===== config.mk =====
export PLATFORM = sky130hd
export DESIGN_NAME = regfile_write_arbiter
export DESIGN_NICKNAME = d
export VERILOG_FILES = /design/src/rtl/regfile_write_arbiter.sv
export SDC_FILE = /design/constraint.sdc
export NUM_CORES = 1
export LEC_CHECK = 0
export CAP_MARGIN = 5
export CORE_MARGIN = 10
export CORE_UTILIZATION = 35
export CTS_CLUSTER_DIAMETER = 150
export DETAILED_ROUTE_END_ITERATION = 7
export PLACE_DENSITY = 0.75
export SLEW_MARGIN = 10
export SYNTH_ARGS = -nofsm -noshare
export SYNTH_HDL_FRONTEND = slang
export SYNTH_SLANG_ARGS = --single-unit

===== constraint.sdc =====
create_clock -name clk -period 1.8 [get_ports clk]
set_input_delay 0.18 -clock clk [delete_from_list [all_inputs] [get_ports clk]]
set_output_delay 0.18 -clock clk [all_outputs]
set_load 0.05 [all_outputs]

===== src/rtl/regfile_write_arbiter.sv =====
// Two-requester writeback arbiter in front of a single register-file write port.
// req0 (load path) normally wins; req1 is guaranteed a grant after STARVE_LIMIT consecutive losses.
module regfile_write_arbiter #(
  parameter int unsigned STARVE_LIMIT = 4
) (
  input  logic        clk,
  input  logic        reset,
  input  logic        req0_valid,
  input  logic [4:0]  req0_addr,
  input  logic [63:0] req0_data,
  input  logic        req1_valid,
  input  logic [4:0]  req1_addr,
  input  logic [63:0] req1_data,
  output logic        req0_ready,
  output logic        req1_ready,
  output logic        rf_we,
  output logic [4:0]  rf_waddr,
  output logic [63:0] rf_wdata,
  input  logic        rf_write_complete,
  output logic        done0,
  output logic        done1,
  output logic        busy,
  output logic        grant_id
);

  localparam logic [3:0] LIMIT = 4'(STARVE_LIMIT);

  typedef enum logic {
    IDLE  = 1'b0,
    WRITE = 1'b1
  } state_t;

  state_t      state_q, state_d;
  logic [3:0]  starve_q, starve_d;
  logic [4:0]  waddr_q, waddr_d;
  logic [63:0] wdata_q, wdata_d;
  logic        grant_q, grant_d;
  logic        done0_q, done0_d;
  logic        done1_q, done1_d;

  logic        pick1, accept0, accept1, accept;
  logic [4:0]  win_addr;
  logic [63:0] win_data;

  // Winner selection; readys are the only combinational outputs and stay low under reset.
  always_comb begin
    pick1    = req1_valid && (!req0_valid || (starve_q == LIMIT));
    accept1  = (state_q == IDLE) && !reset && pick1;
    accept0  = (state_q == IDLE) && !reset && req0_valid && !pick1;
    accept   = accept0 || accept1;
    win_addr = accept1 ? req1_addr : req0_addr;
    win_data = accept1 ? req1_data : req0_data;
  end

  assign req0_ready = accept0;
  assign req1_ready = accept1;

  // NOTE: every signal written here gets a default first so no path leaves it unassigned (no latches).
  always_comb begin
    state_d  = state_q;
    starve_d = starve_q;
    waddr_d  = waddr_q;
    wdata_d  = wdata_q;
    grant_d  = grant_q;
    done0_d  = 1'b0;
    done1_d  = 1'b0;

    unique case (state_q)
      IDLE: begin
        if (accept) begin
          grant_d = accept1;
          if (accept1) begin
            starve_d = 4'd0;
          end else if (req1_valid && (starve_q < LIMIT)) begin
            starve_d = starve_q + 4'd1;
          end
          // A write to x0 is retired immediately without touching the register file.
          if (win_addr != 5'd0) begin
            state_d = WRITE;
            waddr_d = win_addr;
            wdata_d = win_data;
          end else begin
            done0_d = accept0;
            done1_d = accept1;
          end
        end
      end
      WRITE: begin
        if (rf_write_complete) begin
          state_d = IDLE;
          waddr_d = 5'd0;
          wdata_d = 64'd0;
          done0_d = !grant_q;
          done1_d = grant_q;
        end
      end
      default: state_d = IDLE;
    endcase
  end

  // NOTE: sequential state uses non-blocking assignments so all registers update from pre-edge values.
  always_ff @(posedge clk) begin
    if (reset) begin
      state_q  <= IDLE;
      starve_q <= 4'd0;
      waddr_q  <= 5'd0;
      wdata_q  <= 64'd0;
      grant_q  <= 1'b0;
      done0_q  <= 1'b0;
      done1_q  <= 1'b0;
    end else begin
      state_q  <= state_d;
      starve_q <= starve_d;
      waddr_q  <= waddr_d;
      wdata_q  <= wdata_d;
      grant_q  <= grant_d;
      done0_q  <= done0_d;
      done1_q  <= done1_d;
    end
  end

  assign rf_we    = (state_q == WRITE);
  assign busy     = (state_q == WRITE);
  assign rf_waddr = waddr_q;
  assign rf_wdata = wdata_q;
  assign grant_id = grant_q;
  assign done0    = done0_q;
  assign done1    = done1_q;

endmodule


# After elaboration in Yosys (flattened, before gate mapping)
# Cells that the tools add are included.
[op_classes]
add_sub_neg = 1
order_cmp = 1
eq_ne = 4
muxes = 24
n_bitwise = 1
reduce_logical = 17
[op_table]
columns = ["cell", "n"]
rows = [
  ["two-way mux 64 bit", 4],
  ["case mux 64 bit (2 select lines)", 1],
  ["two-way mux 5 bit", 4],
  ["case mux 5 bit (2 select lines)", 1],
  ["two-way mux 1 bit", 9],
  ["two-way mux 4 bit", 2],
  ["logical AND 1 bit", 6],
  ["case mux 1 bit (2 select lines)", 3],
  ["AND reduction 3 bit", 2],
  ["nonzero test 5 bit", 1],
  ["adder 4 x 1 -> 4 bit (second input constant)", 1],
  ["equality test 4 x 3 -> 1 bit (second input constant)", 1],
  ["logical NOT 1 bit", 4],
  ["less-than comparator 4 x 3 -> 1 bit (second input constant)", 1],
  ["!= test 2 bit (second input constant)", 2],
  ["logical OR 1 bit", 2],
  ["!= test 2 x 1 -> 1 bit (second input constant)", 1],
  ["AND reduction 2 bit", 1],
  ["nonzero test 2 bit", 1],
  ["inverter 1 bit", 1],
]
[word_totals]
regBits = 77
input_bits = 143
out_inout_bits = 76
elab_cells = 55

# Longest topological paths before layout
[depth]
depth_word = 9
depth_mapped = 8
ltp_nobuf = 6

# Worst setup path after synthesis
# OpenSTA, ideal clock, no wires.
[synth_timing]
path_kind = "reg-to-reg"
startpoint = "reg state_q, in the netlist busy"
endpoint = "reg waddr_q[0], in the netlist rf_waddr[0]"
setup_ps = 87
arrival_ps = 1954
t_required_ps = 1713
path_slack_ps = -241
stages_incl_launch_ff = 7
path_buffers = 2
synth_period_minus_slack_ps = 2041
cell_sequence = "dfxtp_1 -> or3b_4 -> a21oi_2 -> buf_6 -> buf_2 -> a22oi_1 -> o31ai_1"
[synth_via]
elab_chain_len = 7
word_cells_on_any_way = 15
cone_classes = "eq/ne: 3; mux: 4; bitwise: 1; reduce/logical: 7"
[synth_rtl]
columns = ["item", "line", "text"]
rows = [
  ["start: declaration", "33", "state_t state_q, state_d;"],
  ["start signal: assignment", "112", "state_q <= state_d;"],
  ["inverter 1 bit (no line) (*)", "n/a", ""],
  ["logical AND 1 bit (*) (2 in a row)", "48", "accept1 = (state_q == IDLE) && !reset && pick1;"],
  ["net req1_ready", "15", "output logic req1_ready,"],
  ["two-way mux 5 bit", "51", "win_addr = accept1 ? req1_addr : req0_addr;"],
  ["nonzero test 5 bit or two-way mux 5 bit (tied branches)", "78", "if (win_addr != 5'd0) begin"],
  ["!= test 2 x 1 -> 1 bit (no line) or two-way mux 5 bit (tied branches)", "n/a", ""],
  ["AND reduction 3 bit (no line) or case mux 5 bit (2 select lines) (tied branches)", "n/a", ""],
  ["end signal: assignment", "114", "waddr_q <= waddr_d;"],
  ["end: declaration", "35", "logic [4:0] waddr_q, waddr_d;"],
]
# The timed path passes the listed nets; every way through them passes the cells marked *. The select of a mux whose other input is x is not followed.
# A chain may end at the register's enable or synchronous reset.

# Final worst setup path
[layout_timing]
startpoint = "reg starve_q[0]"
endpoint = "reg wdata_q[45], in the netlist rf_wdata[45]"
[layout_via]
elab_chain_len = 8
word_cells_on_any_way = 16
cone_classes = "eq/ne: 3; mux: 5; reduce/logical: 8"
[layout_rtl]
columns = ["item", "line", "text"]
rows = [
  ["start: declaration", "34", "logic [3:0] starve_q, starve_d;"],
  ["start signal: assignment", "113", "starve_q <= starve_d;"],
  ["equality test 4 x 3 -> 1 bit (*)", "47", "pick1 = req1_valid && (!req0_valid || (starve_q == LIMIT));"],
  ["logical OR 1 bit (*)", "47", ""],
  ["logical AND 1 bit (*)", "47", ""],
  ["logical AND 1 bit or logical NOT 1 bit (tied branches)", "48, 49", ""],
  ["two-way mux 5 bit (tied with other cells)", "51", ""],
  ["nonzero test 5 bit (tied with other cells)", "78", ""],
  ["!= test 2 x 1 -> 1 bit (no line) (tied with other cells)", "n/a", ""],
  ["AND reduction 3 bit (no line) or case mux 64 bit (2 select lines) (tied branches)", "n/a", ""],
  ["end signal: assignment", "115", "wdata_q <= wdata_d;"],
  ["end: declaration", "36", "logic [63:0] wdata_q, wdata_d;"],
]
# Every way passes the cells marked *; elsewhere a longest branch is shown, timed or not. The select of a mux whose other input is x is not followed.

==> reports/summary.txt <==
DIE WIDTH: 124.8 um
Max Freq: 540.9 MHz
Die ar.: 15,570 sq um
Placeable Area: 10,790 sq um
1st-pass router iterations: 5
DPL Wire Length: 11.30 mm
R2r setup slk: -0.05 ns
P_sw: 0.001748 W
GRT overflow: 0
Worst Path Arrival: 2.08 ns
H-Tree Depth: 3
Switching Fraction: 0.3394
Final count of hold timing violations: 0
Xor and xnor area share after synthesis: 0.002279
Register share of total power: 0.374
Final setup fails: 46
Routed Antenna Nets: 0
1st-iter DRT viols: 228
Seq/Total Area, Yosys: 0.4012
Share of cells above drive strength 1: 0.2124
Commonest non-fill, non-tap cells in the layout: clkdlybuf4s50_1, dfxtp_1, nand3_1, mux2i_1, o32ai_1
Initial Utilization: 0.3560
Largest family of logic cells by synthesized area: compound AO/OA/AOI/OAI gates
Num Clock Sinks: 77
Hold depth: 3
First-pass GRT wire length: 24.21 mm
# DRC: 0
Unique cell type count in the Yosys netlist: 41
Worst-path fanout max: 5
GRT Util Overall: 0.1888
Reg-to-Reg Start: starve_q[0]
WL/cell: 20.69 um
PortBufs: 218
# diodes: 0
Clock root buffer: clkbuf_8
Gpl congestion: 0.8200
Final net count: 752
Final Critical Period: 1.849 ns
Flops & latches, synth: 77
Relative slew slack: 0.6283
Reg clk slew, reported paths: 0.08 ns
Multiplexer share of the synthesized area: 0.1749
Post-DP Area: 6460 sq um
Max-cap violations: 0
Setup ws final: -0.04893 ns
Vias in the first global route: 4,462
Outcome: finished, violations left
Die H: 124.8 um
Hold path start: req1_addr[2]
Area Growth Syn to Fin: 85.77%
Adder-cell share of the synthesized area: 0.006513
IO Count: 219
Drt via density: 5.420
Pleak: 2.471 nW
Post-synthesis area per instance: 10.30 sq um
Int Pwr: 0.003403 W
RSZ-0062 raised after global routing: yes
Worst setup SP type: flip-flop
Number of CTS-inserted buffers: 9
CTS tree: done
Post-synthesis compound-gate area fraction: 0.2250
Cell Count, Final, Fillers Out: 752
RR Endpoint: rf_wdata[45]
Mapped cell area: 3842 sq um
Power Density: 721.6 nW/um^2
Post-CTS Hold Buffers: 0
Maximum vdd drop: 0.0003433 V
Via Count: 4,076
Final worst path period share: 1.027
Synth warn: 0
Synth Area in Simple Gates: 0.1176
Mapped Nets: 518
Commonest non-fill, non-tap cell in the layout: clkdlybuf4s50_1
Combinational power share: 0.372
WP data required: 2.03 ns
Clock power frac: 0.254
Worst-margin pin slew: 0.5559 ns
HP Class: primary input to flip-flop
WHS Endpoint: rf_waddr[2]
Setup Skew: 0.005890 ns
Final WL: 15.56 mm
Initial antenna violation count: 0
Row count: 38
Worst reg2reg path depth: 10
Largest net degree at the start of global routing: 35
Failing checks: setup timing
Design area: 7138 sq um
Cells after Synth: 373
DP Cell Count: 717
Worst setup EP type: flip-flop
CTS max path bufs: 2
Skew-Pair Late Insertion Delay: 0.35 ns
Max Slew Vio Count: 0
Crit Path Class: flip-flop to flip-flop
[how the worst max path moves through the flow]
stage                            start            to  slack (ns)  depth (start not counted)
after floorplan                   busy         done0       -0.02                          5
after global placement    req0_addr[2]  rf_wdata[41]       -0.37                          7
after detailed placement  req0_addr[2]  rf_wdata[44]       -0.50                          7
after CTS                  starve_q[0]  rf_wdata[44]       -0.03                         10
after global routing       starve_q[0]  rf_wdata[18]       -0.12                         10
final                      starve_q[0]  rf_wdata[45]       -0.05                         10
[cell type report]
| type | count | area, sq um |
|---|---|---|
| clock buffers | 12 | 145.1 |
| clock inverters | 4 | 47.55 |
| fillers | 878 | 3655 |
| inverters | 8 | 30.03 |
| multi-input cells | 241 | 2231 |
| flip-flops and latches | 77 | 1548 |
| well taps | 140 | 175.2 |
| repair buffers | 270 | 2962 |
[worst max-delay path, stage by stage, from the launching register on]
cell and delay, ns:
dfxtp_2 0.33, inv_2 0.07, ha_4 0.13, nand3b_1 0.11, buf_6 0.15, buf_6 0.12
a311oi_4 0.37, buf_6 0.19, buf_6 0.10, buf_12 0.10, o32ai_1 0.07
[Yosys cell counts, drive strengths merged]
library cell / count / area share
xnor2: 1 / 0.0023
or4b: 1 / 0.0026
o32ai: 65 / 0.18
nor3: 4 / 0.0052
o21bai: 1 / 0.0020
a2bb2oi: 2 / 0.0062
inv: 8 / 0.0078
nand2: 2 / 0.0020
or3b: 1 / 0.0029
a22oi: 4 / 0.0078
mux2: 1 / 0.0029
a21oi: 2 / 0.0036
nand3b: 1 / 0.0020
o31ai: 4 / 0.0078
clkbuf: 23 / 0.022
buf: 24 / 0.042
a32o: 1 / 0.0026
or4: 2 / 0.0039
a21boi: 1 / 0.0020
a311oi: 1 / 0.0039
and3: 1 / 0.0016
a32oi: 1 / 0.0023
mux2i: 66 / 0.17
nand3: 65 / 0.085
o21ai: 1 / 0.0013
dfxtp: 77 / 0.40
nand2b: 1 / 0.0016
a211oi: 1 / 0.0020
nor4b: 1 / 0.0023
a41oi: 1 / 0.0023
ha: 2 / 0.0065
nor2: 5 / 0.0049
nand4b: 1 / 0.0023
or2: 1 / 0.0016
[power groups by stage]
stage | Combinational, W | Sequential, W | Clock [W]
CTS | 0.00187 | 0.00192 | 0.00135
global placement | 0.00176 | 0.00196 | 0
finish | 0.00191 | 0.00193 | 0.00131
floorplan | 0.000463 | 0.00246 | 0
global route | 0.00200 | 0.00195 | 0.00142
detailed placement | 0.00179 | 0.00196 | 0
[flip-flops by register name (all words and copies together), names as in the netlist]
signal    cells
busy          1
done0         1
done1         1
grant_id      1
rf_waddr      5
rf_wdata     64
starve_q      4
[through the flow]
| stage | hold WS [ns] | power [W] | setup WS (ns) | TNS [ns] | util |
|---|---|---|---|---|---|
| finish | 0.4092 | 0.005151 | -0.04893 | -1.136 | 0.6614 |
| global route | 0.4199 | 0.005373 | -0.1181 | -5.573 | 0.6614 |
| CTS | 0.4136 | 0.005140 | -0.03348 | -0.3518 | 0.6436 |
| detailed placement | 0.4617 | 0.003750 | -0.5042 | -32.17 | 0.5985 |
| global placement | 0.4512 | 0.003716 | -0.3711 | -26.07 | 0.5985 |
| floorplan | 0.3111 | 0.002919 | -0.02418 | -0.04372 | - |
[layer usage]
metal  GRT usage  vias to the layer above  share of wire
met1      0.2055                     1947           0.39
met3     0.05574                       20          0.070
met4     0.05209                        0          0.013
li1            -                     1945              -
met2      0.3449                      164           0.52
met5           0                        -              0
[cells by family (layout without fill, tap and decap cells)]
family | after synthesis | count (layout)
buffers and inverters | 55 | 294
AND/OR/NAND/NOR | 86 | 86
multiplexers | 67 | 67
adder cells (fa/ha/maj) | 2 | 2
AO/OA/AOI/OAI | 85 | 85
XOR/XNOR | 1 | 1
flip-flops | 77 | 77
[repair_timing]
action                                  4_1_cts  5_1_grt
gates cloned                                  4        3
gates resized for setup                      34       22
setup buffers                                12        2
endpoints found under the setup margin       69       68
pin swaps                                     3        1
No activity file was read; power rests on OpenSTA's default activity.
